## src/rtl/de_pipe_reg_pkg.sv

```systemverilog
// Shared definitions for the decode->execute pipeline register.
// XLEN defaults to 32 unless `XLEN is defined before this file is read.
`ifndef XLEN
`define XLEN 32
`endif

package de_pipe_reg_pkg;

  localparam int XLEN_DEF = `XLEN;
  localparam int REG_W    = 5;
  localparam int ALU_OP_W = 4;
  localparam int CNT_W    = 32;

  typedef enum logic [ALU_OP_W-1:0] {
    ALU_ADD  = 4'h0,
    ALU_SUB  = 4'h1,
    ALU_SLL  = 4'h2,
    ALU_SLT  = 4'h3,
    ALU_SLTU = 4'h4,
    ALU_XOR  = 4'h5,
    ALU_SRL  = 4'h6,
    ALU_SRA  = 4'h7,
    ALU_OR   = 4'h8,
    ALU_AND  = 4'h9,
    ALU_LUI  = 4'hA
  } alu_op_e;

  // Control part of an E entry; data fields of a bubble are all zero.
  typedef struct packed {
    logic                valid;
    logic                need_dstE;
    logic                sel_reg;
    logic [REG_W-1:0]    dstE;
    logic [ALU_OP_W-1:0] alu_op;
  } e_ctrl_t;

  // sel_reg=1 marks "not a load" so a bubble can never create a load-use hazard.
  localparam e_ctrl_t E_CTRL_BUBBLE = '{
    valid:     1'b0,
    need_dstE: 1'b0,
    sel_reg:   1'b1,
    dstE:      '0,
    alu_op:    ALU_ADD
  };

  localparam logic [CNT_W-1:0] CNT_MAX = '1;

  // Saturating increment for the performance counters.
  function automatic logic [CNT_W-1:0] sat_inc(input logic [CNT_W-1:0] v,
                                               input logic en);
    return (en && (v != CNT_MAX)) ? v + 1'b1 : v;
  endfunction

endpackage

```

## src/rtl/de_pipe_reg_if.sv

```systemverilog
// Hazard bundle: decode-side source use, execute-side destination, and
// the resulting stall/flush controls.
interface de_pipe_reg_if;
  import de_pipe_reg_pkg::*;

  logic             d_valid;
  logic [REG_W-1:0] d_rs1;
  logic [REG_W-1:0] d_rs2;
  logic             d_use_rs1;
  logic             d_use_rs2;
  logic             e_valid;
  logic             e_need_dstE;
  logic             e_sel_reg;
  logic [REG_W-1:0] e_dstE;
  logic             redirect;
  logic             stall;
  logic             flush;

  modport master (
    output d_valid, d_rs1, d_rs2, d_use_rs1, d_use_rs2,
    output e_valid, e_need_dstE, e_sel_reg, e_dstE, redirect,
    input  stall, flush
  );

  modport slave (
    input  d_valid, d_rs1, d_rs2, d_use_rs1, d_use_rs2,
    input  e_valid, e_need_dstE, e_sel_reg, e_dstE, redirect,
    output stall, flush
  );
endinterface

```

## src/rtl/de_hazard.sv

```systemverilog
// Combinational load-use / redirect hazard detection.
module de_hazard
  import de_pipe_reg_pkg::*;
(
  de_pipe_reg_if.slave hz
);

  logic w_src_match;
  logic w_load_use;

  // A load in E whose rd (never x0) feeds a source D actually reads.
  assign w_src_match = (hz.d_use_rs1 && (hz.d_rs1 == hz.e_dstE)) ||
                       (hz.d_use_rs2 && (hz.d_rs2 == hz.e_dstE));
  assign w_load_use  = hz.e_valid && hz.e_need_dstE && !hz.e_sel_reg &&
                       hz.d_valid && (hz.e_dstE != '0) && w_src_match;

  // Redirect squashes D anyway, so it overrides the stall.
  assign hz.stall = w_load_use && !hz.redirect;
  assign hz.flush = hz.redirect;

endmodule

```

## src/rtl/de_pipe_reg.sv

```systemverilog
// Decode->execute pipeline register with load-use stall, redirect flush
// and optional performance counters (macro DE_PERF_CNT_EN).
module de_pipe_reg
  import de_pipe_reg_pkg::*;
#(
  parameter int XLEN = `XLEN
) (
  input  logic                clk_i,
  input  logic                rst_n_i,
  input  logic                D_valid_i,
  input  logic [XLEN-1:0]     D_pc_i,
  input  logic [XLEN-1:0]     D_fwdA_i,
  input  logic [XLEN-1:0]     D_fwdB_i,
  input  logic [XLEN-1:0]     D_imm_i,
  input  logic [REG_W-1:0]    D_rs1_i,
  input  logic [REG_W-1:0]    D_rs2_i,
  input  logic [REG_W-1:0]    D_dstE_i,
  input  logic                D_use_rs1_i,
  input  logic                D_use_rs2_i,
  input  logic                D_need_dstE_i,
  input  logic                D_sel_reg_i,
  input  logic [ALU_OP_W-1:0] D_alu_op_i,
  input  logic                E_redirect_i,
  output logic                E_valid_o,
  output logic [XLEN-1:0]     E_pc_o,
  output logic [XLEN-1:0]     E_srcA_o,
  output logic [XLEN-1:0]     E_srcB_o,
  output logic [XLEN-1:0]     E_imm_o,
  output logic [REG_W-1:0]    E_dstE_o,
  output logic                E_need_dstE_o,
  output logic                E_sel_reg_o,
  output logic [ALU_OP_W-1:0] E_alu_op_o,
  output logic                F_stall_o,
  output logic                D_stall_o,
  output logic                D_flush_o,
  output logic [CNT_W-1:0]    stall_cnt_o,
  output logic [CNT_W-1:0]    flush_cnt_o
);

  e_ctrl_t         r_ctrl;
  logic [XLEN-1:0] r_pc, r_srcA, r_srcB, r_imm;
  logic            w_stall, w_flush, w_bubble;

  de_pipe_reg_if u_hz_if ();

  // Redirect is ignored in reset; stall is already 0 there since E is a bubble.
  assign u_hz_if.d_valid     = D_valid_i;
  assign u_hz_if.d_rs1       = D_rs1_i;
  assign u_hz_if.d_rs2       = D_rs2_i;
  assign u_hz_if.d_use_rs1   = D_use_rs1_i;
  assign u_hz_if.d_use_rs2   = D_use_rs2_i;
  assign u_hz_if.e_valid     = r_ctrl.valid;
  assign u_hz_if.e_need_dstE = r_ctrl.need_dstE;
  assign u_hz_if.e_sel_reg   = r_ctrl.sel_reg;
  assign u_hz_if.e_dstE      = r_ctrl.dstE;
  assign u_hz_if.redirect    = E_redirect_i && rst_n_i;

  de_hazard u_hazard (.hz(u_hz_if.slave));

  assign w_stall  = u_hz_if.stall;
  assign w_flush  = u_hz_if.flush;
  // An invalid D entry is captured as a full bubble.
  assign w_bubble = w_stall || w_flush || !D_valid_i;

  assign F_stall_o = w_stall;
  assign D_stall_o = w_stall;
  assign D_flush_o = w_flush;

  // E register: bubble on stall/flush/invalid, otherwise capture D.
  always_ff @(posedge clk_i or negedge rst_n_i) begin
    if (!rst_n_i) begin
      r_ctrl <= E_CTRL_BUBBLE;
      r_pc   <= '0;
      r_srcA <= '0;
      r_srcB <= '0;
      r_imm  <= '0;
    end else if (w_bubble) begin
      r_ctrl <= E_CTRL_BUBBLE;
      r_pc   <= '0;
      r_srcA <= '0;
      r_srcB <= '0;
      r_imm  <= '0;
    end else begin
      r_ctrl <= '{valid: 1'b1, need_dstE: D_need_dstE_i, sel_reg: D_sel_reg_i,
                  dstE: D_dstE_i, alu_op: D_alu_op_i};
      r_pc   <= D_pc_i;
      r_srcA <= D_fwdA_i;
      r_srcB <= D_fwdB_i;
      r_imm  <= D_imm_i;
    end
  end

  assign E_valid_o     = r_ctrl.valid;
  assign E_need_dstE_o = r_ctrl.need_dstE;
  assign E_sel_reg_o   = r_ctrl.sel_reg;
  assign E_dstE_o      = r_ctrl.dstE;
  assign E_alu_op_o    = r_ctrl.alu_op;
  assign E_pc_o        = r_pc;
  assign E_srcA_o      = r_srcA;
  assign E_srcB_o      = r_srcB;
  assign E_imm_o       = r_imm;

`ifdef DE_PERF_CNT_EN
  logic [CNT_W-1:0] r_stall_cnt, r_flush_cnt;

  // Saturating counts of stall and flush cycles.
  always_ff @(posedge clk_i or negedge rst_n_i) begin
    if (!rst_n_i) begin
      r_stall_cnt <= '0;
      r_flush_cnt <= '0;
    end else begin
      r_stall_cnt <= sat_inc(r_stall_cnt, w_stall);
      r_flush_cnt <= sat_inc(r_flush_cnt, w_flush);
    end
  end

  assign stall_cnt_o = r_stall_cnt;
  assign flush_cnt_o = r_flush_cnt;
`else
  assign stall_cnt_o = '0;
  assign flush_cnt_o = '0;
`endif

endmodule

```

## config.mk

```make
export PLATFORM = sky130hd
export DESIGN_NAME = de_pipe_reg
export DESIGN_NICKNAME = d
export VERILOG_FILES = /design/src/rtl/de_pipe_reg_pkg.sv /design/src/rtl/de_pipe_reg_if.sv /design/src/rtl/de_hazard.sv /design/src/rtl/de_pipe_reg.sv
export SDC_FILE = /design/constraint.sdc
export NUM_CORES = 1
export LEC_CHECK = 0
export CORE_AREA = 2 2 140 142
export DETAILED_ROUTE_END_ITERATION = 8
export DIE_AREA = 0 0 142 144
export GPL_TIMING_DRIVEN = 0
export PLACE_DENSITY = 0.77
export SLEW_MARGIN = 10
export SYNTH_ARGS = -nofsm -noshare
export SYNTH_HDL_FRONTEND = slang
export SYNTH_HIERARCHICAL = 1
export SYNTH_SLANG_ARGS = --single-unit
export TNS_END_PERCENT = 50
```

## constraint.sdc

```tcl
create_clock -name clk_i -period 6.27 [get_ports clk_i]
set_clock_uncertainty 0.05 [all_clocks]
set_input_delay 0.9405 -clock clk_i [delete_from_list [all_inputs] [get_ports clk_i]]
set_output_delay 0.9405 -clock clk_i [all_outputs]
set_load 0.1 [all_outputs]
```

=== Yosys cells after proc, flatten, opt, wreduce, memory -nomap -nowiden ===
Cells that the tools add are included.

* Bits of input ports: 155
* Bits in registers: 140
* Output and inout port bits: 207

* Eq/ne operators: 2
* Muxes and demuxes: 5
* Reduce and logical (&&, ||, !) cells: 16

{| class="wikitable"
|+ Operators with widths
! operator !! count
|-
| $mux 32 || 4
|-
| $mux 12 || 1
|-
| $eq 5x5->1 || 2
|-
| $logic_and 1x1->1 || 9
|-
| $reduce_bool 5->1 || 1
|-
| $logic_not 1->1 || 3
|-
| $logic_or 1x1->1 || 3
|}

=== Logic depth before layout (Yosys ltp) ===
* Word-level depth: 9
* Gate-level depth with buffers: 7

=== Cells and area by module ===
Netlist, hierarchy kept.

{| class="wikitable"
|+ Modules (own cells, without submodules)
! module !! cells an instance !! sequential area each (um^2) !! area an instance (um^2) !! instances
|-
| de_pipe_reg || 392 || 3,504.6 || 5,764.3 || 1
|-
| de_hazard || 20 || 0.0 || 151.4 || 1
|}

=== Worst setup path before layout ===
OpenSTA, ideal clock, no wires.

* Path type: register -> output
* Start point: register r_ctrl (netlist bit E_dstE_o[2])
* End point: output F_stall_o
* Cell stages (with the launch flop): 6
* Path slack: 1.602 ns
* Required time: 5.279 ns
* Data arrival time: 3.677 ns
* Path buffers: 1
* Path through: dfrtp_1 > xor2_1 > nor4_1 > nand3_1 > a21oi_1 > buf_4

* Word-level cells in the longest chain between the ends: 5

{| class="wikitable"
|+ Ends and longest elaborated chain
! what !! line !! RTL
|-
| start, declared || de_pipe_reg.sv:40 || <nowiki>e_ctrl_t r_ctrl;</nowiki>
|-
| start signal, assigned || de_pipe_reg.sv:84 || <nowiki>r_ctrl <= '{valid: 1'b1, need_dstE: D_need_dstE_i, sel_reg: D_sel_reg_i,</nowiki>
|-
| $eq 5x5->1 (on tied branches) || de_hazard.sv:12, de_hazard.sv:13 ||
|-
| $logic_and 1x1->1 (on tied branches) || de_hazard.sv:12, de_hazard.sv:13 ||
|-
| $logic_or 1x1->1 || de_hazard.sv:12 || <nowiki>assign w_src_match = (hz.d_use_rs1 && (hz.d_rs1 == hz.e_dstE)) ||</nowiki>
|-
| $logic_and 1x1->1 * || de_hazard.sv:15 || <nowiki>hz.d_valid && (hz.e_dstE != '0) && w_src_match;</nowiki>
|-
| $logic_and 1x1->1 * || de_hazard.sv:18 || <nowiki>assign hz.stall = w_load_use && !hz.redirect;</nowiki>
|-
| end, declared || de_pipe_reg.sv:33 || <nowiki>output logic F_stall_o,</nowiki>
|}

Mark *: on every way between the ends. The rest lies on a longest branch, timed or not.

=== Worst setup path in the final report ===
* Start point: input D_rs1_i[2]
* End point: output F_stall_o

* Word-level cells in the longest chain between the ends: 5

{| class="wikitable"
|+ Ends and longest elaborated chain
! what !! line !! RTL
|-
| start, declared || de_pipe_reg.sv:15 || <nowiki>input logic [REG_W-1:0] D_rs1_i,</nowiki>
|-
| $eq 5x5->1 || de_hazard.sv:12 ||
|-
| $logic_and 1x1->1 || de_hazard.sv:12 ||
|-
| $logic_or 1x1->1 || de_hazard.sv:12 ||
|-
| $logic_and 1x1->1 || de_hazard.sv:15 ||
|-
| $logic_and 1x1->1 || de_hazard.sv:18 ||
|}

Every way passes these cells.

==> results.sh <==
export IMPL_postSynthAreaPerCell_um2=14.4
export IMPL_finalHoldViolCount=0
export IMPL_seq_area_frac_synth_pct=59.2
export IMPL_dieArea_um2=20400
export IMPL_core_um2=19100
export IMPL_cts_max_level=4
export IMPL_drive_gt1_share_pct=23.5
export IMPL_clkTransAtPathRegs_ps=60
export IMPL_holdWs_ps=527
export IMPL_power_frac_seq_pct=33.4
export IMPL_slew_violations=0
export IMPL_vias=4616
export IMPL_drt_iter0_markers=211
export IMPL_arrival_ps=4190
export IMPL_n_fill_cell=1671
export IMPL_fin_crit_sh_pct=82.6
export IMPL_finalSetupTns_ps=0
export IMPL_grt_pass1_wl_mm=27.0
export IMPL_p_leak_uw=0.00459
export IMPL_synth_cell_area_um2=5920
export IMPL_ys_warn_count=6
export IMPL_synth_top_area_cell="dfrtp_1"
export IMPL_maxSlewHeadroom_pct=30.9
export IMPL_antenna_left=0
export IMPL_nets=947
export IMPL_finalSetupViolCount=0
export IMPL_maxCapViolCount=0
export IMPL_grt_overflow=0
export IMPL_drc=0
export IMPL_gp_congestion=0.835
export IMPL_diodes=0
export IMPL_worstSetupStartpointType="input port"
export IMPL_num_rows=51
export IMPL_grt_max_degree=79
export IMPL_status="finished clean"
export IMPL_die_height_um=144
export IMPL_cts_root_buf="clkbuf_16"
export IMPL_critPathKind="input port to output port"
export IMPL_place_inst=1011
export IMPL_fmax_mhz=193
export IMPL_instances_no_fill=1043
export IMPL_switching_share_pct=35.8
export IMPL_yosysUniqueCellTypes=22
export IMPL_synth_edf_count=0
export IMPL_hp_class="input port to asynchronous set/reset pin"
export IMPL_via_per_inst=4.43
export IMPL_post_cts_setup_buffers=0
export IMPL_power_density_nw_per_um2=287
export IMPL_period_minus_slack_ps=5180
export IMPL_synth_top_area_share_pct=58.8
export IMPL_clkLatencyLatePin_ps=420
export IMPL_clock_sinks=140
export IMPL_cts_tree="yes"
export IMPL_crit_required_ps=5280
export IMPL_switchingPower_uw=1030
export IMPL_endpoint_kind="output port"
export IMPL_critPathMaxFanout=7
export IMPL_syn_to_final_growth_pct=70.3
export IMPL_antenna_found_initial=0
export IMPL_ys_seq_elements=140
export IMPL_combPwrFrac_pct=29.8
export IMPL_ctsHoldBuffers=0
export IMPL_initial_utilization_pct=31.0
export IMPL_cts_buffers_inserted=17
export IMPL_internal_power_uw=1860
export IMPL_grt_usage_pct=17.9
export IMPL_io_buffers=297
export IMPL_rsz0062_at_grt="no"
export IMPL_clk_path_buf_depth=2
export IMPL_syn_inst=412
export IMPL_grt_pass1_vias=4706
export IMPL_drtPass1Iterations=6
export IMPL_yosysMostFrequentCell="dfrtp_1"
export IMPL_synth_top_flop_cell="dfrtp_1"
export IMPL_tightest_slew_ps=1030
export IMPL_async_flop_share_pct=100
export IMPL_ir_drop_v=0.000166
export IMPL_wire_per_inst_um=17.8
export IMPL_fp_dieW_um=142
export IMPL_power_uw=2890
export IMPL_num_io_pins=362
export IMPL_yosys_top_cells_area="dfrtp_1 (59%), nor4bb_1 (14%), and4bb_2 (11%)"
export IMPL_synth_common_cells="dfrtp_1 (139), nor4bb_1 (84), buf_4 (67), and4bb_2 (54), buf_2 (28)"
export IMPL_cts_repair_resize_count=0
export IMPL_place_hpwl_mm=13.9
export IMPL_totalWireLength_mm=18.6
export IMPL_clockPowerShare_pct=36.8
-- routing by layer --
metal	routed length (um)	share of wire, %	global-route usage (%)
met1	7350	40	20.8
met2	9810	53	31.6
met3	1120	6.0	5.20
met4	316	1.7	6.16
met5	0	0	0
-- registers in the layout (all words and copies together), names as in the netlist --
register and flops:
E_sel_reg_o 1, E_alu_op_o 4, E_srcA_o 32, E_imm_o 32
E_srcB_o 32, E_valid_o 1, E_need_dstE_o 1, E_pc_o 32
E_dstE_o 5
-- power groups by stage --
stage | Sequential (uW) | Clock, uW | Combinational (uW)
global route | 971 | 1140 | 888
global placement | 983 | 0 | 855
finish | 967 | 1070 | 861
CTS | 968 | 1100 | 862
detailed placement | 984 | 0 | 861
floorplan | 1320 | 0 | 277
-- metrics by stage --
stage,cell area [um2],worst slack (ps),utilization (%)
2_1_floorplan,6150,1600,-
3_3_place_gp,9420,-3310,49.4
3_5_place_dp,9450,1100,49.5
4_1_cts,10100,1130,52.8
5_1_grt,10100,1020,52.8
6_report,10100,1090,52.8
-- area by class of cell --
class | count | area [um2] | share of cell area (%)
plain buffers | 111 | 723 | 7.18
clock buffers | 19 | 433 | 4.30
clock inverters | 13 | 189 | 1.88
multi-input cells | 224 | 1920 | 19.1
flip-flops and latches | 140 | 3500 | 34.8
well taps | 238 | 298 | 2.96
repair buffers | 298 | 3000 | 29.8
-- cell families (layout without fill, tap and decap cells) --
group | count (synthesis) | after routing | synth area share, %
AO/OA/AOI/OAI | 2 | 2 | 0.296
XOR/XNOR | 10 | 10 | 1.48
buffers and inverters | 111 | 441 | 12.2
flip-flops | 140 | 140 | 59.2
other | 1 | 64 | 0.0634
AND/OR/NAND/NOR | 148 | 148 | 26.7
-- layout by cell type (no fill, tap or decap), drive strengths merged, types with 2 or more instances in the layout --
cell / synthesis / final
and4bb: 54 / 54
dfrtp: 139 / 139
xor2: 8 / 8
nor4bb: 84 / 84
nor4: 2 / 2
xnor2: 2 / 2
clkinv: 0 / 5
inv: 0 / 2
buf: 97 / 99
clkinvlp: 0 / 2
clkbuf: 14 / 33
conb: 1 / 64
nand3: 2 / 2
bufinv: 0 / 4
clkdlybuf4s50: 0 / 296
-- critical path: stages --
cell and delay, ps:
clkdlybuf4s50_1 410, xor2_1 150, nor4_1 750, nand3_1 150
a21oi_1 480, buf_4 200, clkdlybuf4s50_1 1120
-- worst paths after layout --
path	startpoint	end	slack (ps)	depth (start not counted)
setup / recovery	D_rs1_i[2]	F_stall_o	1090	7
hold / removal	rst_n_i	E_srcB_o[24]	530	1
setup reg to reg	E_dstE_o[2]	E_imm_o[22]	3050	7
hold reg to reg	E_need_dstE_o	E_valid_o	1090	4
max in group asynchronous	rst_n_i	E_imm_o[24]	4870	2
min in group clk_i	D_fwdA_i[7]	E_srcA_o[7]	1020	2
No activity file was read; power rests on OpenSTA's default activity.
